**config.mk**
```make
export PLATFORM = sky130hd
export DESIGN_NAME = systolic_controller
export DESIGN_NICKNAME = d
export VERILOG_FILES = /design/src/rtl/systolic_controller.sv
export SDC_FILE = /design/constraint.sdc
export NUM_CORES = 1
export LEC_CHECK = 0
export ABC_AREA = 1
export CAP_MARGIN = 20
export CORE_MARGIN = 2
export CORE_UTILIZATION = 46
export CTS_CLUSTER_DIAMETER = 30
export CTS_CLUSTER_SIZE = 10
export DETAILED_ROUTE_END_ITERATION = 12
export PLACE_DENSITY = 0.81
export SYNTH_ARGS = -nofsm -noshare
export SYNTH_HDL_FRONTEND = slang
export SYNTH_SLANG_ARGS = --single-unit
```
**constraint.sdc**
```tcl
create_clock -name clk -period 4.5 [get_ports clk]
set_input_delay 1.35 -clock clk [delete_from_list [all_inputs] [get_ports clk]]
set_output_delay 1.35 -clock clk [all_outputs]
set_load 0.02 [all_outputs]
```
**src/rtl/systolic_controller.sv**
```systemverilog
`default_nettype none
// ============================================================================
//  Module      : systolic_controller
//  Description : Sequencer for an N x N output-stationary systolic MAC array.
//                Clears the accumulators, streams skewed A-row / B-column
//                operands from the operand buffers, waits for the wavefront
//                to drain and pulses done when every accumulator is final.
//  Revision    : 1.0  initial release
// ============================================================================
module systolic_controller #(
   parameter int DATA_WIDTH = 8,
   parameter int N          = 4,
   parameter int K_MAX      = 16,
   localparam int K_W       = $clog2(K_MAX + 1)
) (
   input  logic                    clk,
   input  logic                    reset,
   input  logic                    start,
   input  logic [K_W-1:0]          k_len,
   output logic                    busy,
   output logic                    done,
   output logic                    array_clear,
   output logic [N-1:0]            rd_en,
   output logic [N*K_W-1:0]        rd_addr,
   input  logic [N*DATA_WIDTH-1:0] a_rd_data,
   input  logic [N*DATA_WIDTH-1:0] b_rd_data,
   output logic [N*DATA_WIDTH-1:0] a_feed,
   output logic [N*DATA_WIDTH-1:0] b_feed
);

   // Step counter must hold the last feed step (K_MAX+N-2) and the drain count (N).
   localparam int c_t_w = $clog2(K_MAX + N + 1);

   typedef enum logic [2:0] {
      S_IDLE  = 3'd0,
      S_CLEAR = 3'd1,
      S_FEED  = 3'd2,
      S_DRAIN = 3'd3,
      S_DONE  = 3'd4
   } state_t;

   state_t                  r_state;
   state_t                  w_state_nxt;
   logic [c_t_w-1:0]        r_t;
   logic [c_t_w-1:0]        w_t_nxt;
   logic [K_W-1:0]          r_k;
   logic [K_W-1:0]          w_k_nxt;
   logic [K_W-1:0]          w_k_sat;

   logic                    r_busy;
   logic                    r_done;
   logic                    r_clear;
   logic [N-1:0]            r_rd_en;
   logic [N*K_W-1:0]        r_rd_addr;
   logic [N-1:0]            w_rd_en;
   logic [N*K_W-1:0]        w_rd_addr;
   logic [N*DATA_WIDTH-1:0] r_a_feed;
   logic [N*DATA_WIDTH-1:0] r_b_feed;

   // Oversized inner dimensions are clamped to what the buffers can hold.
   assign w_k_sat = (k_len > K_W'(K_MAX)) ? K_W'(K_MAX) : k_len;

   // State, step counter and latched inner dimension.
   always_ff @(posedge clk or negedge reset) begin
      if (!reset) begin
         r_state <= S_IDLE;
         r_t     <= '0;
         r_k     <= '0;
      end else begin
         r_state <= w_state_nxt;
         r_t     <= w_t_nxt;
         r_k     <= w_k_nxt;
      end
   end

   // Next-state, next-step and k latch; start is only looked at in IDLE.
   always_comb begin
      w_state_nxt = r_state;
      w_t_nxt     = r_t;
      w_k_nxt     = r_k;
      case (r_state)
         S_IDLE: begin
            if (start) begin
               w_state_nxt = S_CLEAR;
               w_k_nxt     = w_k_sat;
               w_t_nxt     = '0;
            end
         end
         S_CLEAR: begin
            w_t_nxt     = '0;
            w_state_nxt = (r_k == '0) ? S_DRAIN : S_FEED;
         end
         S_FEED: begin
            // Last step is t = k+N-2, i.e. t+1 == k+N-1.
            if ((r_t + c_t_w'(1)) == (c_t_w'(r_k) + c_t_w'(N - 1))) begin
               w_state_nxt = S_DRAIN;
               w_t_nxt     = '0;
            end else begin
               w_t_nxt = r_t + c_t_w'(1);
            end
         end
         S_DRAIN: begin
            // N+1 cycles: buffer latency, N-1 hops, final accumulate.
            if (r_t == c_t_w'(N)) begin
               w_state_nxt = S_DONE;
               w_t_nxt     = '0;
            end else begin
               w_t_nxt = r_t + c_t_w'(1);
            end
         end
         S_DONE: begin
            w_state_nxt = S_IDLE;
            w_t_nxt     = '0;
         end
         default: begin
            w_state_nxt = S_IDLE;
            w_t_nxt     = '0;
         end
      endcase
   end

   // Lane read decode for the upcoming step: lane i is skewed by i cycles.
   always_comb begin
      w_rd_en   = '0;
      w_rd_addr = '0;
      for (int i = 0; i < N; i++) begin
         if ((w_state_nxt == S_FEED) &&
             (w_t_nxt >= c_t_w'(i)) &&
             ((w_t_nxt - c_t_w'(i)) < c_t_w'(w_k_nxt))) begin
            w_rd_en[i]               = 1'b1;
            w_rd_addr[i*K_W +: K_W]  = K_W'(w_t_nxt - c_t_w'(i));
         end
      end
   end

   // Control outputs are registered from the next-state decode so they are
   // glitch-free and settled well before the array samples on the falling edge.
   always_ff @(posedge clk or negedge reset) begin
      if (!reset) begin
         r_busy    <= 1'b0;
         r_done    <= 1'b0;
         r_clear   <= 1'b0;
         r_rd_en   <= '0;
         r_rd_addr <= '0;
      end else begin
         r_busy    <= (w_state_nxt != S_IDLE);
         r_done    <= (w_state_nxt == S_DONE);
         r_clear   <= (w_state_nxt == S_CLEAR);
         r_rd_en   <= w_rd_en;
         r_rd_addr <= w_rd_addr;
      end
   end

   // Operand feed registers: buffer data returned for an enabled lane is
   // captured at the end of the read cycle, all other lanes inject zeros.
   always_ff @(posedge clk or negedge reset) begin
      if (!reset) begin
         r_a_feed <= '0;
         r_b_feed <= '0;
      end else begin
         for (int i = 0; i < N; i++) begin
            r_a_feed[i*DATA_WIDTH +: DATA_WIDTH] <= r_rd_en[i] ? a_rd_data[i*DATA_WIDTH +: DATA_WIDTH] : '0;
            r_b_feed[i*DATA_WIDTH +: DATA_WIDTH] <= r_rd_en[i] ? b_rd_data[i*DATA_WIDTH +: DATA_WIDTH] : '0;
         end
      end
   end

   assign busy        = r_busy;
   assign done        = r_done;
   assign array_clear = r_clear;
   assign rd_en       = r_rd_en;
   assign rd_addr     = r_rd_addr;
   assign a_feed      = r_a_feed;
   assign b_feed      = r_b_feed;

endmodule
`default_nettype wire
```
==> impl_metrics.py <==
metrics = {
    "worst_setup_path": {
        "cp_common_cell": "inv_1",
        "timing.rr.start": "r_t[0]",
        "crit_path_cell_trace": "clkdlybuf4s50_1 -> inv_1 -> nand4_1 -> nand3_4 -> inv_1 -> ha_1 -> xnor2_1 -> inv_1 -> ha_1 -> a21oi_1 -> nor2_1 -> a211oi_1 -> nand2_1 -> a21oi_1 -> nand2_2 -> nor2_1",
        "cp_max_fo": 9,
        "r2r_slack_ps": 790,
        "cpPeakStageDelay_ps": 430,
        "startpoint_type": "input pin",
        "crit_path_end": "rd_addr[5]",
        "worstPathArrival_ps": 4150,
        "crit_start": "start",
        "critical_path_class": "in -> reg",
        "endpoint_kind": "flip-flop",
        "worstPathRequired_ps": 4800,
        "rr_worst_depth": 24,
        "slowest_stage": "clkdlybuf4s50_1",
        "r2r_end": "rd_addr[18]",
    },
    "floorplan": {
        "die_w_um": 105.2,
        "start_util_pct": 47.78,
        "core_um2": 9864,
        "dieArea_um2": 11070,
        "rows": 36,
        "ios": 163,
        "die_y_um": 105.2,
    },
    "synthesis": {
        "yosys_warnings": 0,
        "synth_top_family_by_area": "simple AND/OR/NAND/NOR gates",
        "yosys.area_share.simple_pct": 24.13,
        "synth_adder_area_share_pct": 6.902,
        "synth_nets": 609,
        "synthFlopType": "dfrtp_1",
        "synth_xor_area_share_pct": 0.5575,
        "synth_cell_types": 32,
        "ys_seq_area_share_pct": 55.22,
        "syn_area_per_cell_um2": 9.224,
        "synth_edf_count": 0,
        "syn_inst": 511,
        "synth-compound-area-share_pct": 2.602,
        "synthesis.area_um2": 4713,
        "ys_async_sr_fraction_pct": 100.0,
        "synth_seq_cells": 104,
        "synthMuxAreaShare_pct": 0,
    },
    "grt": {
        "grt_max_degree": 39,
        "grtUsageMet3_pct": 4.020,
        "busiest_layer": "met2",
        "grt_util_met1_pct": 26.99,
        "gr-usage-met2_pct": 37.97,
        "track_usage_pct": 21.94,
        "grt_antenna_before_repair": 0,
        "grt_overflow": 0,
        "grt_pass1_vias": 3798,
        "grt_pass1_wl_um": 18950,
    },
    "sta": {
        "setup_viol": 0,
        "clock_skew_ps": 12.92,
        "rsz0062_at_grt": "false",
        "tightest_slew_ps": 950.3,
        "timing.final.crit_share_pct": 85.72,
        "fin_crit_ps": 3857,
        "final_hold_viol_count": 0,
        "fmax_mhz": 259.3,
        "slew_violations": 0,
        "fin_tns_setup_ps": 0,
        "slew_headroom_pct": 35.98,
    },
    "pwr": {
        "power.density_nw_per_um2": 630.1,
        "leakage_nw": 3.696,
        "irDropWorstVdd_mv": 0.3051,
    },
    "route": {
        "via_count": 3783,
        "drc": 0,
        "via_per_inst": 4.636,
        "drtPass1Iterations": 4,
        "routed_wl_um": 11610,
        "drt_iter0_markers": 221,
        "ant_nets": 0,
        "wl_per_cell_um": 14.23,
    },
    "worst_hold_path": {
        "hp-class": "reg -> reg",
        "holdCritStartpoint": "r_state[0]",
    },
    "cts": {
        "ctsHoldBuffers": 0,
        "cts_setup_buffers": 0,
        "cts_root_buffer": "clkbuf_8",
        "h-tree-depth": 3,
        "post_cts_resized": 0,
        "cts.path.max_buffers": 2,
        "cts_tree": "built",
        "clk_pin_slew_worst_paths_ps": 90,
        "clk_latency_ps": 370,
        "cts.sinks": 104,
        "cts_buffers": 9,
    },
    "layout": {
        "n_antenna_cell": 0,
        "drive_gt1_share_pct": 10.98,
        "final_net_count": 776,
        "area_growth_pct": 41.86,
        "n_fill_cell": 728,
        "utilization_pct": 67.78,
    },
    "placed_design": {
        "dpl.hpwl_um": 9049,
        "port_buffers": 162,
        "globalplace.congestion": 0.9046,
    },
    "job": {
        "cap_violations": 0,
    },
    "status": {
        "status": "finished, final reports clean",
    },
}
## per-layer routing
layer	wire length [um]	part of all wire, %
met5	0	0
met3	715	6.2
met2	5786	50
met4	289	2.5
met1	4819	42
## critical path, delay by kind of cell
family	cells	cell delay, ps
AOI/OAI and AO/OA	3	540
xor gates and xnor gates	1	220
adders and majority gates	2	540
buffers and inverters	4	730
and+or+nand+nor	6	780
## sequential cells by signal, indices dropped and copies added, names as in the netlist, 3 cells and up
signal and cells:
b_feed 32, rd_addr 20, r_state 3, r_k 5
r_t 5, a_feed 32, rd_en 4
## power by group
| part | internal [mW] | switching, mW | total (mW) |
|---|---|---|---|
| Combinational | 0.924 | 1.44 | 2.36 |
| Sequential | 1.12 | 0.129 | 1.25 |
| Clock | 0.292 | 0.306 | 0.598 |
## layout by cell type, fill, tap and decap left out, types with 3 or more instances in the layout
master             n
nand3_1           14
nand2_2            9
nand3_4            5
nor2_1            29
buf_4              4
nand2_4            3
nor2_2            15
inv_1            111
inv_2             11
nand3_2            3
nand2_1          132
clkdlybuf4s50_1  161
ha_1              26
nor2_4             3
dfrtp_1          104
clkbuf_8          11
nand4_1            7
a21oi_1            7
o21ai_0            3
o22ai_1            3
## synthesized netlist by cell type (all sizes together) (2+ instances only)
cell    count  area [um2]
a21oi      10       68.82
nand3      22       187.7
o22ai       3       18.77
o21ai       4       20.01
or2         2       12.51
ha         26       325.3
dfrtp     104        2603
clkbuf      8       30.03
nand4       9       77.57
nor2       48       256.5
nand2     144       585.6
a211oi      2       15.01
xnor2       2       17.52
inv       122       457.9
## cell type report
class                      count  area [um2]  area share [%]
sequential                   104        2603           38.92
inverter                     122       457.9           6.849
clock inverter                 3       47.55          0.7111
timing repair buffer         165        1642           24.55
multi-input combinational    276        1612           24.10
clock buffer                  13       158.9           2.376
tap                          133       166.4           2.489
## worst min path at each step
| stage | end | slack, ps | depth (start not counted) |
|---|---|---|---|
| 3_3_place_gp | r_k[1] | 610 | 2 |
| 5_1_grt | r_state[1] | 690 | 2 |
| 6_report | r_state[1] | 640 | 2 |
| 4_1_cts | r_state[1] | 640 | 2 |
| 2_1_floorplan | r_state[1] | 570 | 2 |
| 3_5_place_dp | r_state[1] | 620 | 2 |
## stage by stage
stage                     cells  cell area [um2]  hold WS (ps)  power (mW)  worst slack [ps]
final                       816             6686         644.4       4.213             642.7
after global routing        816             6686         685.4       4.556             409.2
after CTS                   816             6686         643.4       4.239             687.6
after detailed placement    800             6480         617.2       3.631             303.6
after global placement      800             6480         613.4       3.525             399.4
after floorplan             511             4713         566.9       2.863             997.0
## cell families after synthesis
family	after synthesis
AOI/OAI and AO/OA	19
xor gates and xnor gates	3
DFF	104
buffers and inverters	131
and+or+nand+nor	228
adders and majority gates	26
Note: power is estimated with default switching activity, not from simulation.
